### config.mk
export PLATFORM = sky130hd
export DESIGN_NAME = mark_table
export DESIGN_NICKNAME = d
export VERILOG_FILES = /design/src/rtl/mark_table.sv
export SDC_FILE = /design/constraint.sdc
export NUM_CORES = 1
export LEC_CHECK = 0
export BUFFER_PORTS_ARGS = -buffer_cell sky130_fd_sc_hd__clkbuf_2
export CAP_MARGIN = 0
export CORE_UTILIZATION = 50
export CTS_CLUSTER_SIZE = 16
export DETAILED_ROUTE_END_ITERATION = 8
export PLACE_DENSITY_LB_ADDON = 0.2
export SLEW_MARGIN = 10
export SYNTH_ARGS = -nofsm -noshare
export SYNTH_HDL_FRONTEND = slang
export SYNTH_SLANG_ARGS = --single-unit
### constraint.sdc
create_clock -name clk -period 7.5 [get_ports clk]
set_input_delay 1.125 -clock clk [delete_from_list [all_inputs] [get_ports clk]]
set_output_delay 1.125 -clock clk [all_outputs]
set_load 0.01 [all_outputs]
### src/rtl/mark_table.sv
// mark_table: used-number bookkeeping for a 9x9 sudoku grid.
// Three 81-bit bitmaps record which numbers are already used in each
// row, column and 3x3 box. A small scanner walks the candidates of one
// cell upward from a start value and reports the first free one.
module mark_table (
  input  logic       clk,
  input  logic       rst_n,
  input  logic       i_mark,
  input  logic       i_unmark,
  input  logic [6:0] i_addr_mark_row,
  input  logic [6:0] i_addr_mark_col,
  input  logic [6:0] i_addr_mark_matrix,
  input  logic       i_clear,
  input  logic       i_start,
  input  logic [3:0] i_row,
  input  logic [3:0] i_col,
  input  logic [3:0] i_num_start,
  output logic       o_busy,
  output logic       o_done,
  output logic       o_found,
  output logic [3:0] o_num
);

  typedef enum logic [1:0] {
    IDLE = 2'd0,
    SCAN = 2'd1,
    DONE = 2'd2
  } state_t;

  localparam logic [6:0] LAST_IDX = 7'd80;

  state_t      r_state;
  state_t      w_next_state;

  logic [80:0] r_row_map;
  logic [80:0] r_col_map;
  logic [80:0] r_box_map;

  logic [3:0]  r_row;
  logic [3:0]  r_col;
  logic [3:0]  r_box;
  logic [3:0]  r_cur;
  logic        r_found;
  logic [3:0]  r_num;
  logic        r_done;

  logic        w_start_valid;
  logic [3:0]  w_start_box;
  logic [6:0]  w_row_idx;
  logic [6:0]  w_col_idx;
  logic [6:0]  w_box_idx;
  logic        w_cur_free;

  // Maps a row or column coordinate (0..8) to its band/stack index (0..2).
  function automatic logic [3:0] f_div3(input logic [3:0] v);
    if (v >= 4'd6) begin
      f_div3 = 4'd2;
    end else if (v >= 4'd3) begin
      f_div3 = 4'd1;
    end else begin
      f_div3 = 4'd0;
    end
  endfunction

  // A start request is only scanned when the cell and first candidate are in range.
  assign w_start_valid = (i_row <= 4'd8) && (i_col <= 4'd8) &&
                         (i_num_start >= 4'd1) && (i_num_start <= 4'd9);

  // Box number of the requested cell, counted row-major across the 3x3 boxes.
  assign w_start_box = (f_div3(i_row) * 4'd3) + f_div3(i_col);

  // Bitmap indices of the candidate currently under test; only meaningful in SCAN,
  // where the latched coordinates are guaranteed in range and cur is 1..9.
  assign w_row_idx = ({3'b000, r_row} * 7'd9) + {3'b000, r_cur} - 7'd1;
  assign w_col_idx = ({3'b000, r_col} * 7'd9) + {3'b000, r_cur} - 7'd1;
  assign w_box_idx = ({3'b000, r_box} * 7'd9) + {3'b000, r_cur} - 7'd1;

  // The candidate is free only when none of its three groups already uses it.
  // Reads come straight from the registers, so an update lands one edge later.
  assign w_cur_free = ~(r_row_map[w_row_idx] | r_col_map[w_col_idx] | r_box_map[w_box_idx]);

  // Bitmap storage: clear wipes everything, mark beats unmark, and an
  // out-of-range address only suppresses the update of its own bitmap.
  always_ff @(posedge clk or negedge rst_n) begin
    if (!rst_n) begin
      r_row_map <= '0;
      r_col_map <= '0;
      r_box_map <= '0;
    end else if (i_clear) begin
      r_row_map <= '0;
      r_col_map <= '0;
      r_box_map <= '0;
    end else if (i_mark) begin
      if (i_addr_mark_row <= LAST_IDX) begin
        r_row_map[i_addr_mark_row] <= 1'b1;
      end
      if (i_addr_mark_col <= LAST_IDX) begin
        r_col_map[i_addr_mark_col] <= 1'b1;
      end
      if (i_addr_mark_matrix <= LAST_IDX) begin
        r_box_map[i_addr_mark_matrix] <= 1'b1;
      end
    end else if (i_unmark) begin
      if (i_addr_mark_row <= LAST_IDX) begin
        r_row_map[i_addr_mark_row] <= 1'b0;
      end
      if (i_addr_mark_col <= LAST_IDX) begin
        r_col_map[i_addr_mark_col] <= 1'b0;
      end
      if (i_addr_mark_matrix <= LAST_IDX) begin
        r_box_map[i_addr_mark_matrix] <= 1'b0;
      end
    end
  end

  // Scanner state register; clear aborts straight back to IDLE.
  always_ff @(posedge clk or negedge rst_n) begin
    if (!rst_n) begin
      r_state <= IDLE;
    end else if (i_clear) begin
      r_state <= IDLE;
    end else begin
      r_state <= w_next_state;
    end
  end

  // Scanner next-state logic: stop at the first free candidate or after testing 9.
  always_comb begin
    w_next_state = r_state;
    case (r_state)
      IDLE: begin
        if (i_start) begin
          w_next_state = w_start_valid ? SCAN : DONE;
        end
      end
      SCAN: begin
        if (w_cur_free || (r_cur == 4'd9)) begin
          w_next_state = DONE;
        end
      end
      DONE: begin
        w_next_state = IDLE;
      end
      default: begin
        w_next_state = IDLE;
      end
    endcase
  end

  // Scan datapath: latch the request, walk cur upward, and register the result.
  // The done pulse is registered off the DONE state so it appears one cycle
  // after the deciding edge, and an abort in DONE never produces it.
  always_ff @(posedge clk or negedge rst_n) begin
    if (!rst_n) begin
      r_row   <= '0;
      r_col   <= '0;
      r_box   <= '0;
      r_cur   <= '0;
      r_found <= 1'b0;
      r_num   <= '0;
      r_done  <= 1'b0;
    end else if (i_clear) begin
      r_found <= 1'b0;
      r_num   <= '0;
      r_done  <= 1'b0;
    end else begin
      r_done <= (r_state == DONE);
      case (r_state)
        IDLE: begin
          if (i_start) begin
            r_row   <= i_row;
            r_col   <= i_col;
            r_box   <= w_start_box;
            r_cur   <= i_num_start;
            r_found <= 1'b0;
            r_num   <= '0;
          end
        end
        SCAN: begin
          if (w_cur_free) begin
            r_found <= 1'b1;
            r_num   <= r_cur;
          end else if (r_cur == 4'd9) begin
            r_found <= 1'b0;
            r_num   <= '0;
          end else begin
            r_cur <= r_cur + 4'd1;
          end
        end
        default: begin
        end
      endcase
    end
  end

  assign o_busy  = (r_state == SCAN) || (r_state == DONE);
  assign o_done  = r_done;
  assign o_found = r_found;
  assign o_num   = r_num;

endmodule
==> results of run 1 <==
-- stage by stage --
stage | power [mW] | worst slack [ns] | hold WS (ns)
floorplan | 5.44 | 2.86 | 0.458
global placement | 6.44 | 2.62 | 0.480
detailed placement | 6.55 | 2.42 | 0.489
CTS | 8.21 | 2.41 | 0.502
global route | 8.75 | 2.12 | 0.519
finish | 8.20 | 2.40 | 0.502
-- sequential cells by signal, summed over array words and instances, names as in the netlist --
signal and cells:
o_done 1, o_found 1, o_num 4, r_box 4
r_box_map 81, r_col 4, r_col_map 81, r_cur 4
r_row 4, r_row_map 81, r_state 2
-- cell usage after synthesis, types with 3 or more instances --
| cell type | instances |
|---|---|
| nand2_1 | 507 |
| dfrtp_1 | 267 |
| a22oi_1 | 245 |
| o21ai_0 | 206 |
| clkbuf_1 | 139 |
| inv_1 | 76 |
| mux4_2 | 47 |
| ha_1 | 44 |
| o21ai_1 | 39 |
| nor2_1 | 35 |
| and3_1 | 28 |
| nor3_1 | 23 |
| mux2i_1 | 22 |
| nand3_1 | 21 |
| mux2_2 | 17 |
| fa_1 | 16 |
| nand2b_1 | 16 |
| xnor2_1 | 13 |
| nor3b_1 | 12 |
| a21oi_1 | 11 |
| buf_2 | 11 |
| nor4_1 | 8 |
| o22ai_1 | 8 |
| a21o_1 | 7 |
| mux4_1 | 7 |
| nor2b_1 | 7 |
| a31oi_1 | 6 |
| and3b_1 | 6 |
| xor2_1 | 6 |
| buf_6 | 4 |
| nor3_2 | 4 |
| or3_1 | 4 |
| or4_1 | 4 |
| a211oi_1 | 3 |
| a22o_1 | 3 |
| nand3b_1 | 3 |
| nand4_1 | 3 |
| or4b_1 | 3 |
-- logic make-up (layout without fill, tap and decap cells) --
kind of cell / Yosys count / after routing / share of synthesized area, %
XOR/XNOR: 19 / 19 / 0.987
AO/OA/AOI/OAI: 551 / 551 / 21.0
AND/OR/NAND/NOR: 693 / 693 / 17.9
multiplexers: 93 / 93 / 9.81
flip-flops: 267 / 267 / 39.6
adder cells (fa/ha/maj): 60 / 60 / 5.17
buffers and inverters: 234 / 228 / 5.54
-- metal layers --
| metal | part of all wire [%] | up-vias |
|---|---|---|
| met3 | 6.9 | 80 |
| met1 | 45 | 7242 |
| li1 | - | 6775 |
| met5 | 0 | - |
| met4 | 2.3 | 0 |
| met2 | 46 | 531 |
-- power breakdown --
part	leakage, nW	internal [mW]	switching (mW)
registers	3.69	1.49	0.0724
logic	3.14	1.97	3.03
clock network	0.562	0.989	0.652
total	7.40	4.45	3.75
-- worst paths after layout --
path,start,end,slack (ns),cells past startpoint
worst min register to register,r_col_map[28],r_col_map[28],0.50,2
worst max-delay path,r_cur[0],r_cur[3],2.40,15
max in group asynchronous,rst_n,r_col_map[58],5.51,2
min in group asynchronous,rst_n,r_row_map[7],0.55,1
worst min-delay path,r_col_map[28],r_col_map[28],0.50,2
worst max register to register,r_cur[0],r_cur[3],2.40,15
-- worst reg2reg max path, delay by kind of cell (launching register included) --
family	cells	cell delay (ns)
AO/OA/AOI/OAI	4	1.28
adder cells (fa/ha/maj)	4	1.80
buffers and inverters	4	0.62
flip-flops	1	0.51
multiplexers	1	0.28
AND/OR/NAND/NOR	2	0.52
-- final cells by class --
type | instances | area [sq um] | area share, %
flip-flops and latches | 267 | 6680 | 36.1
well taps | 442 | 553 | 2.99
repair buffers | 90 | 579 | 3.13
multi-input cells | 1416 | 9280 | 50.2
clock buffers | 48 | 1030 | 5.55
inverters | 77 | 289 | 1.56
clock inverters | 13 | 92.6 | 0.500
==> impl_metrics.json, run 1 <==
{
  "n_fill_cell": 2921,
  "max-slew-margin-rel_pct": 14.6,
  "slowest_stage": "fa_1",
  "rsz0062_at_grt": "no",
  "grt.met2_usage_pct": 43.4,
  "ys_ff_latch": 267,
  "required_ns": 7.93,
  "critical_path.top_delay_family": "adder cells",
  "grt.met3_usage_pct": 4.05,
  "syn_inst": 1917,
  "avgSynthCellArea_sq_um": 8.79,
  "crit_fanout": 21,
  "drv_cap": 0,
  "synth_edf_count": 0,
  "dpl-instance-area_sq_um": 17400,
  "async_reset_ff_share_pct": 100,
  "drive_gt1_share_pct": 11.9,
  "netlist_area_sq_um": 16900,
  "dr_total_vias": 14600,
  "synth_area_leader_cell": "dfrtp_1",
  "power_density_nw_per_um2": 443,
  "ys.flop_type": "dfrtp_1",
  "grt_pass1_vias": 13700,
  "die_h_microns": 186,
  "timing.final.crit_share_pct": 68.0,
  "synth_cell_types": 66,
  "finClkSkew_ns": 0.0130,
  "root_buffer": "clkbuf_16",
  "initial_utilization_pct": 51.3,
  "wirelength_microns": 47000,
  "use_met1_pct": 40.2,
  "drt_drc_violations_left": 0,
  "grt_pass1_wl_microns": 75500,
  "die-area_sq_um": 34500,
  "post_cts_buffers": 0,
  "grt.total_usage_pct": 27.9,
  "synth_fp_nets": 2016,
  "wl_per_cell_microns": 20.0,
  "overflow": 0,
  "cts_buffers": 34,
  "yosysWarnings": 0,
  "max_stage_delay_ns": 0.87,
  "antenna_found_initial": 0,
  "layout_common_cells": "nand2_1, dfrtp_1, a22oi_1",
  "syn_to_final_growth_pct": 9.75,
  "busiest_layer": "met2",
  "final.min_clock_period_ns": 5.10,
  "hold_buffers": 0,
  "crit_buf_inv": 4,
  "cts.sinks": 267,
  "holdCritPathClass": "reg -> reg",
  "crit_type": "reg -> reg",
  "die_w_microns": 186,
  "post_cts_resize_count": 0,
  "cts.htree.levels": 2,
  "drt_iter0_drc": 1450,
  "finalHoldViolCount": 0,
  "num-nets-final": 1985,
  "dp_hpwl_microns": 29700,
  "setup_viol": 0,
  "gp_congestion": 0.841,
  "ys_seq_area_share_pct": 39.6,
  "antenna_left": 0,
  "numPortBuffers": 45,
  "tightest_slew_ns": 1.28,
  "p_leak_nw": 7.40,
  "placed_cells": 2292,
  "drv_slew": 0,
  "fmax_mhz": 196,
  "clk_path_buf_depth": 3,
  "clkLatencyLatePin_ns": 0.52,
  "setup_tns_ns": 0,
  "drtPass1Iterations": 5,
  "final_area_sq_um": 18500,
  "cts_tree": "done",
  "grt_start_max_net_pins": 102,
  "endpoint_kind": "register",
  "synth.area.top_cells": "dfrtp_1, nand2_1, a22oi_1",
  "boundaryPins": 46,
  "final_util_pct": 56.3,
  "worstSetupStartpointType": "register",
  "arrival_ns": 5.53,
  "n_antenna_cell": 0,
  "ir_drop_v": 0.000567,
  "core_area_sq_um": 32900,
  "layout_commonest_cell": "nand2_1",
  "clk_pin_slew_ns": 0.06,
  "crit_chain": "ha_1, buf_4, inv_2, fa_1, inv_1, ha_1, inv_1, fa_1, mux2_2, o22ai_1, a2111oi_0, o21bai_4, nor3_2, or3_1, a31oi_1",
  "synth_top_cell_area_share_pct": 39.6,
  "status": "completed",
  "instances_no_fill": 2353,
  "num_rows": 66,
  "via_per_inst": 6.22
}
Note: power is estimated with default switching activity, not from simulation.
==> run 2: changes to the inputs <==
==> constraint.sdc (replaced) <==
create_clock -name clk -period 5.2 [get_ports clk]
set_input_delay 0.78 -clock clk [delete_from_list [all_inputs] [get_ports clk]]
set_output_delay 0.78 -clock clk [all_outputs]
set_load 0.01 [all_outputs]
==> run 2 against run 1 <==
Worst setup slack got worse by 2.0 ns. Sequential power rose by 43%. Final area rose by 0.37%. Sequential cell count did not move. First-iteration DRC count rose by 7.8%. Clock power rose by 50%. Clock-buffer cell count rose by 3. Critical path depth fell by 1. Clock skew rose by 0.0074 ns. Power rose by 44%. Utilization rose by 0.21 points. Cell count barely moved. Critical path type unchanged. Largest power group unchanged.
==> impl_metrics.json, run 2 (synthesized netlist as in run 1, its figures left out) <==
{
  "drv_cap": 0,
  "root_buffer": "clkbuf_16",
  "n_antenna_cell": 0,
  "ir_drop_v": 0.000745,
  "syn_to_final_growth_pct": 10.2,
  "drive_gt1_share_pct": 11.7,
  "cts.htree.levels": 2,
  "regArea_sq_um": 6680,
  "clkLatencyLatePin_ns": 0.52,
  "multi_input_area_sq_um": 9280,
  "p_leak_nw": 7.42,
  "antenna_found_initial": 0,
  "hold_slack_ns": 0.256,
  "clk_pin_slew_ns": 0.06,
  "max_stage_delay_ns": 0.88,
  "post_cts_buffers": 0,
  "cts_buffers": 34,
  "arrival_ns": 5.27,
  "hold_buffers": 0,
  "boundaryPins": 46,
  "crit_type": "reg -> reg",
  "grt_start_max_net_pins": 88,
  "initial_utilization_pct": 51.3,
  "crit_chain": "ha_1, inv_1, fa_1, inv_1, ha_1, inv_1, fa_1, mux2_2, o22ai_1, a2111oi_0, o21bai_4, nor3_2, or4_1, nand3_1",
  "power_density_nw_per_um2": 637,
  "required_ns": 5.64,
  "grt.met2_usage_pct": 42.6,
  "wirelength_microns": 46800,
  "clk_path_buf_depth": 3,
  "n_fill_cell": 2905,
  "core_area_sq_um": 32900,
  "dp_hpwl_microns": 29800,
  "post_cts_resize_count": 0,
  "overflow": 0,
  "r2r-start": "r_cur[1]",
  "endpoint_kind": "register",
  "setup_tns_ns": 0,
  "finClkSkew_ns": 0.0205,
  "numPortBuffers": 45,
  "cts.sinks": 267,
  "grt_pass1_vias": 13800,
  "r2r_cells": 14,
  "holdCritPathClass": "in -> async",
  "tightest_slew_ns": 1.25,
  "setup_viol": 0,
  "die-area_sq_um": 34500,
  "cp_common_cell": "inv_1",
  "rsz0062_at_grt": "no",
  "grt.total_usage_pct": 27.8,
  "drt_iter0_drc": 1563,
  "gp_congestion": 0.845,
  "dr_total_vias": 14600,
  "drtPass1Iterations": 6,
  "reg2reg_to": "r_cur[2]",
  "num-nets-final": 1986,
  "drt_drc_violations_left": 0,
  "final.min_clock_period_ns": 4.83,
  "antenna_left": 0,
  "timing.final.crit_share_pct": 93.0,
  "via_per_inst": 6.20,
  "fmax_mhz": 207,
  "crit_fanout": 16,
  "r2r_slack_ns": 0.37,
  "layout_commonest_cell": "nand2_1",
  "worstSetupStartpointType": "register",
  "layout_common_cells": "nand2_1, dfrtp_1, a22oi_1",
  "use_met1_pct": 40.7,
  "grt_pass1_wl_microns": 75600,
  "cts_tree": "done",
  "num_rows": 66,
  "reg_top3": "r_box_map (81), r_col_map (81), r_row_map (81)",
  "die_w_microns": 186,
  "wl_per_cell_microns": 19.9,
  "max-slew-margin-rel_pct": 16.5,
  "die_h_microns": 186,
  "slowest_stage": "fa_1",
  "drv_slew": 0,
  "status": "completed",
  "grt.met3_usage_pct": 3.68,
  "busiest_layer": "met2",
  "finalHoldViolCount": 0
}
[run 2: area by class of cell]
cell class	instances	share of cell area (%)
Tap cell	442	2.98
Multi-Input combinational cell	1416	50.0
Clock inverter	8	0.795
Sequential cell	267	36.0
Clock buffer	51	5.47
Inverter	77	1.56
Timing Repair Buffer	91	3.23
[run 2: how the worst max path moves through the flow]
stage,from,endpoint,slack [ns]
after floorplan,r_cur[0],r_cur[0],0.56
after global placement,r_cur[1],r_cur[2],0.61
after detailed placement,r_cur[1],r_cur[2],0.48
after CTS,r_cur[3],r_cur[2],0.46
after global routing,r_cur[1],r_cur[2],0.13
final,r_cur[1],r_cur[2],0.37
[run 2: power breakdown]
part | internal (mW) | switching, mW
combinational | 2.85 | 4.28
clock | 1.55 | 0.911
sequential | 2.15 | 0.102
total | 6.55 | 5.29
[run 2: critical path, delay by kind of cell, from the launching register on]
family	cells	cell delay, ns
AO/OA/AOI/OAI	3	1.18
flip-flops	1	0.50
buffers and inverters	3	0.19
multiplexers	1	0.28
adder cells (fa/ha/maj)	4	1.89
AND/OR/NAND/NOR	3	0.71
[run 2: through the flow]
step | area (sq um) | total power, mW | setup slack, ns | utilization (%) | cells
2_1_floorplan | 16900 | 7.85 | 0.559 | - | 1917
3_3_place_gp | 17400 | 9.17 | 0.606 | 53.0 | 2293
3_5_place_dp | 17400 | 9.44 | 0.484 | 53.0 | 2293
4_1_cts | 18600 | 11.9 | 0.465 | 56.5 | 2352
5_1_grt | 18600 | 12.6 | 0.135 | 56.5 | 2352
6_report | 18600 | 11.8 | 0.366 | 56.5 | 2352
[run 2: routing by layer]
| layer | part of all wire [%] | wire, microns |
|---|---|---|
| met1 | 45 | 20900 |
| met2 | 46 | 21400 |
| met3 | 7.3 | 3410 |
| met4 | 2.4 | 1140 |
| met5 | 0 | 0 |
